$ cat src/rtl/wb_pkg.sv
// Shared types for the writeback / common-data-bus path: source ids, the
// default-width result entry, and the round-robin successor helper.
package wb_pkg;

  // Number of completion sources sharing the single result write port.
  localparam int WB_NUM_SRC = 3;

  // Default widths of the result fields; the arbiter parameters default to these.
  localparam int WB_DATA_W = 32;
  localparam int WB_PHY_W  = 6;
  localparam int WB_ROB_W  = 5;

  // Completion source identifiers, also driven out on cdb_src.
  typedef enum logic [1:0] {
    SRC_ALU    = 2'd0,
    SRC_LOAD   = 2'd1,
    SRC_BRANCH = 2'd2
  } wb_src_e;

  // One completed result at default widths, as seen by PRF/ROB consumers.
  typedef struct packed {
    logic [WB_ROB_W-1:0]  rob_id;
    logic [WB_PHY_W-1:0]  rd_phy;
    logic [WB_DATA_W-1:0] data;
  } wb_entry_t;

  // Next source in the fixed rotation ALU -> LOAD -> BRANCH -> ALU.
  // The unused encoding folds back to ALU so the pointer can never stick.
  function automatic wb_src_e wb_next_src(input wb_src_e s);
    case (s)
      SRC_ALU:  return SRC_LOAD;
      SRC_LOAD: return SRC_BRANCH;
      default:  return SRC_ALU;
    endcase
  endfunction

endpackage

$ cat src/rtl/wb_src_fifo.sv
// Per-source result FIFO. Push is ignored when full, pop is ignored when
// empty, and a synchronous flush empties the queue and discards any push or
// pop requested in the same cycle. The head entry is presented combinationally.
module wb_src_fifo #(
  parameter int W     = 43,
  parameter int DEPTH = 2
) (
  input  logic         clk,
  input  logic         rst,
  input  logic         flush,
  input  logic         push,
  input  logic         pop,
  input  logic [W-1:0] din,
  output logic         full,
  output logic         empty,
  output logic [W-1:0] head
);

  localparam int PW = $clog2(DEPTH);

  localparam logic [PW-1:0] PTR_ONE   = PW'(1);
  localparam logic [PW:0]   CNT_ONE   = (PW+1)'(1);
  localparam logic [PW:0]   CNT_DEPTH = (PW+1)'(DEPTH);

  logic [W-1:0]  mem [DEPTH];
  logic [PW-1:0] rd_ptr;
  logic [PW-1:0] wr_ptr;
  logic [PW:0]   count;
  logic          do_push;
  logic          do_pop;

  // Qualified operations: flush overrides both, and the full/empty guards
  // keep the pointers consistent even if the caller misbehaves.
  assign do_push = push && !full  && !flush;
  assign do_pop  = pop  && !empty && !flush;

  assign full  = (count == CNT_DEPTH);
  assign empty = (count == '0);
  assign head  = mem[rd_ptr];

  // Pointer and occupancy tracking; pointers wrap naturally at DEPTH.
  always_ff @(posedge clk or negedge rst) begin
    if (!rst) begin
      rd_ptr <= '0;
      wr_ptr <= '0;
      count  <= '0;
    end else if (flush) begin
      rd_ptr <= '0;
      wr_ptr <= '0;
      count  <= '0;
    end else begin
      if (do_push) wr_ptr <= wr_ptr + PTR_ONE;
      if (do_pop)  rd_ptr <= rd_ptr + PTR_ONE;
      case ({do_push, do_pop})
        2'b10:   count <= count + CNT_ONE;
        2'b01:   count <= count - CNT_ONE;
        default: count <= count;
      endcase
    end
  end

  // Entry storage; contents are only meaningful between the pointers, so no reset.
  always_ff @(posedge clk) begin
    if (do_push) mem[wr_ptr] <= din;
  end

endmodule

$ cat src/rtl/wb_cdb_arbiter.sv
// Writeback arbiter: ALU, load and branch results queue in per-source FIFOs
// and a round-robin arbiter moves one head per cycle onto a registered
// common data bus feeding the PRF write port and ROB completion.
//
// Handshake: a source transfer happens at a rising edge where x_valid and
// x_ready are both 1 (and flush is 0). x_ready depends only on the FIFO
// occupancy, never on x_valid, and there is no same-cycle pass-through: a
// full FIFO stays not-ready even in a cycle where its head is being granted.
// The CDB side has no backpressure; cdb_valid is high for exactly one cycle
// per granted entry and the data fields hold their last value when idle.
module wb_cdb_arbiter
  import wb_pkg::*;
#(
  parameter int DATA_WIDTH = WB_DATA_W,
  parameter int PHY_WIDTH  = WB_PHY_W,
  parameter int ROB_WIDTH  = WB_ROB_W,
  parameter int Q_DEPTH    = 2
) (
  input  logic                  clk,
  input  logic                  rst,
  input  logic                  flush,

  input  logic                  alu_valid,
  output logic                  alu_ready,
  input  logic [ROB_WIDTH-1:0]  alu_rob_id,
  input  logic [PHY_WIDTH-1:0]  alu_rd_phy,
  input  logic [DATA_WIDTH-1:0] alu_data,

  input  logic                  ld_valid,
  output logic                  ld_ready,
  input  logic [ROB_WIDTH-1:0]  ld_rob_id,
  input  logic [PHY_WIDTH-1:0]  ld_rd_phy,
  input  logic [DATA_WIDTH-1:0] ld_data,

  input  logic                  br_valid,
  output logic                  br_ready,
  input  logic [ROB_WIDTH-1:0]  br_rob_id,
  input  logic [PHY_WIDTH-1:0]  br_rd_phy,
  input  logic [DATA_WIDTH-1:0] br_data,

  output logic                  cdb_valid,
  output logic [1:0]            cdb_src,
  output logic [ROB_WIDTH-1:0]  cdb_rob_id,
  output logic [PHY_WIDTH-1:0]  cdb_rd_phy,
  output logic [DATA_WIDTH-1:0] cdb_data,

  output logic [1:0]            dbg_rr_ptr
);

  localparam int ENTRY_W = ROB_WIDTH + PHY_WIDTH + DATA_WIDTH;

  // Result entry at this instance's widths (same field order as wb_entry_t).
  typedef struct packed {
    logic [ROB_WIDTH-1:0]  rob_id;
    logic [PHY_WIDTH-1:0]  rd_phy;
    logic [DATA_WIDTH-1:0] data;
  } cdb_entry_t;

  cdb_entry_t             in_e   [WB_NUM_SRC];
  cdb_entry_t             head_e [WB_NUM_SRC];
  logic [WB_NUM_SRC-1:0]  src_valid;
  logic [WB_NUM_SRC-1:0]  full_v;
  logic [WB_NUM_SRC-1:0]  empty_v;
  logic [WB_NUM_SRC-1:0]  push_v;
  logic [WB_NUM_SRC-1:0]  pop_v;

  wb_src_e    rr_ptr;
  wb_src_e    cand0;
  wb_src_e    cand1;
  wb_src_e    cand2;
  logic       gnt_valid;
  wb_src_e    gnt_src;
  cdb_entry_t gnt_entry;

  logic       cdb_valid_q;
  wb_src_e    cdb_src_q;
  cdb_entry_t cdb_entry_q;

  // Source-side packing, indexed by wb_src_e.
  assign in_e[SRC_ALU]    = '{rob_id: alu_rob_id, rd_phy: alu_rd_phy, data: alu_data};
  assign in_e[SRC_LOAD]   = '{rob_id: ld_rob_id,  rd_phy: ld_rd_phy,  data: ld_data};
  assign in_e[SRC_BRANCH] = '{rob_id: br_rob_id,  rd_phy: br_rd_phy,  data: br_data};

  assign src_valid = {br_valid, ld_valid, alu_valid};

  // A push is requested only when the FIFO can take it; the FIFO itself
  // drops the push on flush.
  assign push_v = src_valid & ~full_v;

  assign alu_ready = ~full_v[SRC_ALU];
  assign ld_ready  = ~full_v[SRC_LOAD];
  assign br_ready  = ~full_v[SRC_BRANCH];

  for (genvar g = 0; g < WB_NUM_SRC; g++) begin : g_src
    wb_src_fifo #(
      .W     (ENTRY_W),
      .DEPTH (Q_DEPTH)
    ) u_fifo (
      .clk   (clk),
      .rst   (rst),
      .flush (flush),
      .push  (push_v[g]),
      .pop   (pop_v[g]),
      .din   (in_e[g]),
      .full  (full_v[g]),
      .empty (empty_v[g]),
      .head  (head_e[g])
    );
  end

  // Search order for this cycle, starting at the round-robin pointer.
  assign cand0 = rr_ptr;
  assign cand1 = wb_next_src(cand0);
  assign cand2 = wb_next_src(cand1);

  // Pick the first non-empty FIFO in search order and pop its head.
  always_comb begin
    gnt_valid = 1'b0;
    gnt_src   = rr_ptr;
    if (!empty_v[cand0]) begin
      gnt_valid = 1'b1;
      gnt_src   = cand0;
    end else if (!empty_v[cand1]) begin
      gnt_valid = 1'b1;
      gnt_src   = cand1;
    end else if (!empty_v[cand2]) begin
      gnt_valid = 1'b1;
      gnt_src   = cand2;
    end
    pop_v = '0;
    if (gnt_valid) pop_v[gnt_src] = 1'b1;
    gnt_entry = head_e[gnt_src];
  end

  // CDB output register and round-robin pointer. Flush suppresses the grant
  // and leaves the pointer where it was; an idle cycle only clears cdb_valid.
  always_ff @(posedge clk or negedge rst) begin
    if (!rst) begin
      rr_ptr      <= SRC_ALU;
      cdb_valid_q <= 1'b0;
      cdb_src_q   <= SRC_ALU;
      cdb_entry_q <= '0;
    end else if (flush) begin
      cdb_valid_q <= 1'b0;
    end else if (gnt_valid) begin
      rr_ptr      <= wb_next_src(gnt_src);
      cdb_valid_q <= 1'b1;
      cdb_src_q   <= gnt_src;
      cdb_entry_q <= gnt_entry;
    end else begin
      cdb_valid_q <= 1'b0;
    end
  end

  assign cdb_valid  = cdb_valid_q;
  assign cdb_src    = cdb_src_q;
  assign cdb_rob_id = cdb_entry_q.rob_id;
  assign cdb_rd_phy = cdb_entry_q.rd_phy;
  assign cdb_data   = cdb_entry_q.data;
  assign dbg_rr_ptr = rr_ptr;

endmodule

$ cat config.mk
export PLATFORM = sky130hd
export DESIGN_NAME = wb_cdb_arbiter
export DESIGN_NICKNAME = d
export VERILOG_FILES = /design/src/rtl/wb_pkg.sv /design/src/rtl/wb_src_fifo.sv /design/src/rtl/wb_cdb_arbiter.sv
export SDC_FILE = /design/constraint.sdc
export NUM_CORES = 1
export LEC_CHECK = 0
export ABC_AREA = 1
export CAP_MARGIN = 20
export CORE_ASPECT_RATIO = 1.75
export CORE_MARGIN = 1.5
export CORE_UTILIZATION = 50
export DETAILED_ROUTE_END_ITERATION = 6
export GPL_TIMING_DRIVEN = 0
export PLACE_DENSITY = 0.71
export SYNTH_ARGS = -nofsm -noshare
export SYNTH_HDL_FRONTEND = slang
export SYNTH_SLANG_ARGS = --single-unit
$ cat constraint.sdc
create_clock -name clk -period 4.05 [get_ports clk]
set_input_delay 1.215 -clock clk [delete_from_list [all_inputs] [get_ports clk]]
set_output_delay 1.215 -clock clk [all_outputs]
set_load 0.05 [all_outputs]
==> flow_summary.toml <==
[run_status]
status = "finished, final reports clean"

[cts]
cts_buffers = 28
hold_buffers = 0
htreeDepth = 1
clock_path_buffers = 3
cts_sinks = 318
post_cts_buffers = 0
cts-root-buf = "clkbuf_16"
clk_latency_ns = 0.55
cts_tree = "yes"
clk_pin_slew_worst_paths_ns = 0.06
ctsResizeCount = 0

[route]
vias = 8389
drc = 0
ant_nets = 0
avgRoutedWirePerCell_um = 20.2
vias_per_cell = 5.30
first_pass_iters = 6
drt_iter0_markers = 616
wl_um = 32000

[pwr]
pwr-share-comb = 0.425
p_int_uw = 7260
switching_share = 0.408
clockPowerShare = 0.225
ir_drop_mv = 0.446
power_leakage_uw = 0.00615
seqPwrFrac = 0.350
finalPower_uw = 12300
p_per_area_mw_per_mm2 = 766
power_switching_uw = 5000

[yosys]
syn-mean-instance-area_um2 = 12.3
synth.most_common_cell = "nand2_1"
synth_seq_cells = 318
syn_inst = 1029
synth_commonest_cells = "nand2_1 (398), edfxtp_1 (258), dfrtp_1 (60)"
syn_nets = 1164
synthTopCellsByArea = "edfxtp_1 (61%), dfrtp_1 (12%), nand2_1 (12%)"
synth-edff-count = 258
syn_area_mm2 = 0.0127
synth_top_area_share = 0.612
yosys_warnings = 0
seq_area_frac_synth = 0.730
async_flop_share = 0.189
synth-main-ff-cell = "edfxtp_1"
synth_area_leader_cell = "edfxtp_1"
yosysUniqueCellTypes = 30

[die]
num_rows = 76
die_y_um = 214
dieArea_mm2 = 0.0263
initial_utilization = 0.512
fp.dieW_um = 123
coreArea_mm2 = 0.0247
ioPinCount = 186

[timing]
max_slew_margin = 0.443
period_share = 0.797
setup_violations = 0
min_period_ns = 3.23
clock_skew_ns = 0.0131
rsz0062_at_grt = "no"
fmax_ghz = 0.310
finalMaxSlewViolations = 0
holdWs_ns = 0.477
tightest_slew_ns = 0.836
hold_viol = 0

[flow_run]
maxCapViolations = 0

[place]
port_buffers = 185
dpl_cell_area_mm2 = 0.0151
placed_cells = 1532
place.gp.congestion = 0.852
dpl.hpwl_um = 22900

[grt]
grt_pass1_vias = 8705
grt_usage = 0.251
grt_max_degree = 61
grt_antenna_before_repair = 1
grt_pass1_wl_um = 47700
grt_overflow = 0

[setup_path]
criticalPathCategory = "in -> reg"
endpoint_kind = "flip-flop"
required_ns = 4.29
crit_arrival_ns = 3.47
crit_path_start_kind = "input pin"
cp_max_fo = 26

[layout]
utilization = 0.648
fin_cells = 1582
final_area_mm2 = 0.0160
n_antenna_cell = 0
num-nets-final = 1385
drive_above_1_share = 0.102
areaGrowthSynthToFinish_pct = 26.4

[hold_path]
hold_path.class = "reg -> reg"
-- power groups by stage --
stage / clock network [uW] / registers [uW] / logic, uW
after floorplan: 0 / 5010 / 2630
after global placement: 0 / 4360 / 5050
after detailed placement: 0 / 4340 / 5210
after CTS: 2790 / 4280 / 5240
after global routing: 2940 / 4320 / 5640
final: 2760 / 4290 / 5220
-- layer usage --
| metal | up-vias | track usage | share of wire |
|---|---|---|---|
| met5 | - | 0 | 0 |
| met4 | 0 | 0.163 | 0.070 |
| met1 | 4047 | 0.260 | 0.34 |
| li1 | 3972 | - | - |
| met2 | 286 | 0.465 | 0.54 |
| met3 | 84 | 0.0338 | 0.051 |
-- stage by stage --
| stage | worst slack [ns] | TNS [ns] |
|---|---|---|
| after CTS | 0.855 | 0 |
| after global routing | 0.717 | 0 |
| after global placement | -1.87 | -398.59 |
| final | 0.823 | 0 |
| after detailed placement | 0.322 | 0 |
| after floorplan | 0.118 | 0 |
-- registers in the layout (all words and copies together) (netlist names) --
signal,flops
dbg_rr_ptr,2
g_src.u_fifo.mem,258
cdb_src,2
g_src.u_fifo.rd_ptr,3
g_src.u_fifo.wr_ptr,3
cdb_data,32
cdb_valid,1
cdb_rd_phy,6
cdb_rob_id,5
g_src.u_fifo.count,6
-- critical path: stages --
cell and delay [ns]:
clkdlybuf4s50_1 0.57, inv_1 0.23, clkbuf_1 0.43, nand2_1 0.18, nor2_4 0.54, buf_12 0.28
-- cell families (layout without fill, tap and decap cells) --
group | Yosys count | in the layout | synth area share
AOI/OAI and AO/OA | 71 | 71 | 0.0343
muxes | 40 | 40 | 0.0316
and+or+nand+nor | 527 | 527 | 0.177
DFF | 318 | 318 | 0.730
buffers and inverters | 73 | 314 | 0.0267
-- cells in the final DEF, fill, tap and decap left out, types with 13 or more instances in the layout --
cell type / netlist / final
edfxtp_1: 258 / 258
mux2i_1: 40 / 40
nand3_1: 16 / 16
nand4_1: 25 / 25
o21ai_1: 13 / 13
nand2_1: 398 / 398
o211ai_1: 24 / 24
inv_1: 21 / 21
clkbuf_1: 18 / 25
dfrtp_1: 60 / 60
clkbuf_16: 0 / 29
nor2_1: 44 / 38
clkdlybuf4s50_1: 0 / 184
or2_2: 23 / 23
o21ai_0: 22 / 22
-- cell type report --
cell class / instances / area (um^2)
flip-flops and latches: 318 / 9250
multi-input cells: 638 / 3130
clock buffers: 39 / 793
inverters: 30 / 115
well taps: 312 / 390
repair buffers: 191 / 1970
fillers: 1902 / 8710
plain buffers: 43 / 223
clock inverters: 11 / 151
-- final timing paths --
| check | end | slack, ns | depth (start not counted) | from |
|---|---|---|---|---|
| max | g_src[0].u_fifo.mem[1][5]$_DFFE_PP_ | 0.82 | 6 | flush |
| min reg2reg | cdb_rd_phy[4]$_DFFE_PN0P_ | 0.48 | 2 | cdb_rd_phy[4]$_DFFE_PN0P_ |
| min | cdb_rd_phy[4]$_DFFE_PN0P_ | 0.48 | 2 | cdb_rd_phy[4]$_DFFE_PN0P_ |
| max reg2reg | cdb_rob_id[3]$_DFFE_PN0P_ | 1.68 | 15 | g_src[2].u_fifo.count[0]$_DFFE_PN0P_ |
| max in group asynchronous | cdb_rd_phy[1]$_DFFE_PN0P_ | 2.74 | 1 | rst |
| min in group asynchronous | g_src[1].u_fifo.rd_ptr$_DFFE_PN0P_ | 0.77 | 1 | rst |
Note: power is estimated with default switching activity, not from simulation.
==> variant, RTL diff (same flow settings) <==
`Q_DEPTH`: 2 -> 4.
--- a/src/rtl/wb_cdb_arbiter.sv
+++ b/src/rtl/wb_cdb_arbiter.sv
@@ -15,5 +15,5 @@
   parameter int PHY_WIDTH  = WB_PHY_W,
   parameter int ROB_WIDTH  = WB_ROB_W,
-  parameter int Q_DEPTH    = 2
+  parameter int Q_DEPTH    = 4
 ) (
   input  logic                  clk,
Formal check against the unedited RTL: not equivalent (a bounded check fails within 4 cycles, from zero or initial values and one cycle with rst low).
==> variant against the original RTL <==
  * Count of clock-buffer cells in the layout increased by 22
  * Area after synthesis increased by 83%
  * Sequential cell count increased by 267
  * Cell area increased by 74%
  * Setup slack got worse by 210 ps
  * Total power increased by 54%
  * Register-to-register slack got worse by 840 ps
  * Routed wire length increased by 96%
==> variant: results (changes against the original RTL) <==
Status: finished clean
Buffers on Ports: 185 (unchanged)
Fraction of area in registers: 61.8% (+4.1 points)
# clk buffers: 61 (+56%)
Synth area leaders: edfxtp_1 (67%), dfrtp_1 (7.4%), nand2_1 (6.9%)
EDFF count, synth: 516 (+100%)
Critical path fanouts, max: 10 (-62%)
Net Count, Synth: 1986 (+71%)
Final Skew: 23.7 ps (+10.6 ps)
Share of post-route cells with drive strength above 1: 6.36% (-3.8 points)
Synth cell count leaders: edfxtp_1 (516), nand2_1 (429), nor2_1 (194)
Post-synthesis cell count: 1836 (+78%)
Drt via density: 5.83 (+10%)
Async SR Flop Fraction: 11.8% (-7.1 points)
Antenna Cells: 8 (+8)
Invs w/o clock: 52 (+73%)
# H-tree levels: 2 (+1)
CTS Buf Count: 48 (+71%)
Register area share after synthesis: 74.3% (+1.3 points)
First-pass GRT wire length: 94700 um (+99%)
Footprint of the multi-input gates: 5430 sq um (+74%)
Maximum vdd drop: 0.521 mV (+17%)
Post-DP HPWL: 44900 um (+96%)
GP Congestion: 0.874 (+2.7%)
Pre-CTS WS: 114 ps (-208 ps)
Fillers: 3533 (+86%)
Largest net degree at the start of global routing: 59 (-3.3%)
#FFs+latches synth: 585 (+84%)
Antenna violations before repair: 10 (+9)
Leakage power: 10.0 nW (+63%)
#MultiIn Comb: 1093 (+71%)
Least-Margin Pin Slew: 955 ps (+119 ps)
Worst Hold Class: flop to flop
Clk Latency, worst-skew pair: 580 ps (+30 ps)
Logic gate share of total power: 34.5% (-8.0 points)
Dpl cells: 2617 (+71%)
Drt wl/cell: 23.2 um (+15%)
Post-cts sizing count: 0 (unchanged)
# nets final: 2234 (+61%)
Crit path DAT: 3950 ps (+480 ps)
Root Driver: clkbuf_16
Clock-cell share: 6.10% (+0.20 points)
Cell variety after synth: 29 (-3.3%)
Signal buf overhead: 9.18% (-4.5 points)
Pwr Total: 0.0189 W (+54%)
Starting DRC count in detailed routing: 1642 (+170%)
Largest register FFs: 516 (+100%)
[variant: changes by cell type after synthesis, moves of 31 or more]
cell      before  now
mux2i_1       40    0
clkbuf_1      18   85
nand2_1      398  429
nand3_1       16   51
nor2_1        44  194
edfxtp_1     258  516
o21ai_0       22  145
a32o_1         0   78
a21oi_1        7   90
o22ai_1        0   47
[variant: worst paths after layout]
kind,cells after the start,end,slack [ps],start
worst max register to register,13,cdb_data[1],840,g_src[0].u_fifo.count[0]
worst min-delay path,2,cdb_rd_phy[1],490,cdb_rd_phy[1]
min in group asynchronous,1,g_src[0].u_fifo.count[0],500,rst
max in group asynchronous,2,cdb_rd_phy[5],2970,rst
worst min register to register,2,cdb_rd_phy[1],490,cdb_rd_phy[1]
worst max-delay path,8,cdb_data[20],610,flush
[variant: metal layers]
layer  global-route usage (%)  vias up  part of all wire, %  wire [um]
met3                     3.62      158                  6.4       4010
li1                         -     7114                    -          -
met2                     48.3      725                   54      33700
met5                        0        -                0.060         38
met4                     12.7        6                  4.7       2950
met1                     30.2     7826                   35      22100
[variant: through the flow]
step	instance area [sq um]	utilization [%]
2_1_floorplan	23200	-
3_3_place_gp	25800	56.1
3_5_place_dp	26100	56.9
4_1_cts	27800	60.6
5_1_grt	27800	60.6
6_report	27800	60.6
[variant: cells by family (layout without fill, tap and decap cells)]
kind of cell / after synthesis / after routing / share of synthesized area [%]
and+or+nand+nor: 701 / 701 / 11.9
xor gates and xnor gates: 3 / 3 / 0.113
adders and majority gates: 15 / 15 / 0.907
DFF: 585 / 585 / 74.3
AOI/OAI and AO/OA: 374 / 374 / 10.1
buffers and inverters: 158 / 444 / 2.71
other: 0 / 8 / 0
[variant: tightest hold or removal path: stages (launching register included)]
cell     delay [ps]
dfrtp_1         340
nand2_1          60
nand2_1          60
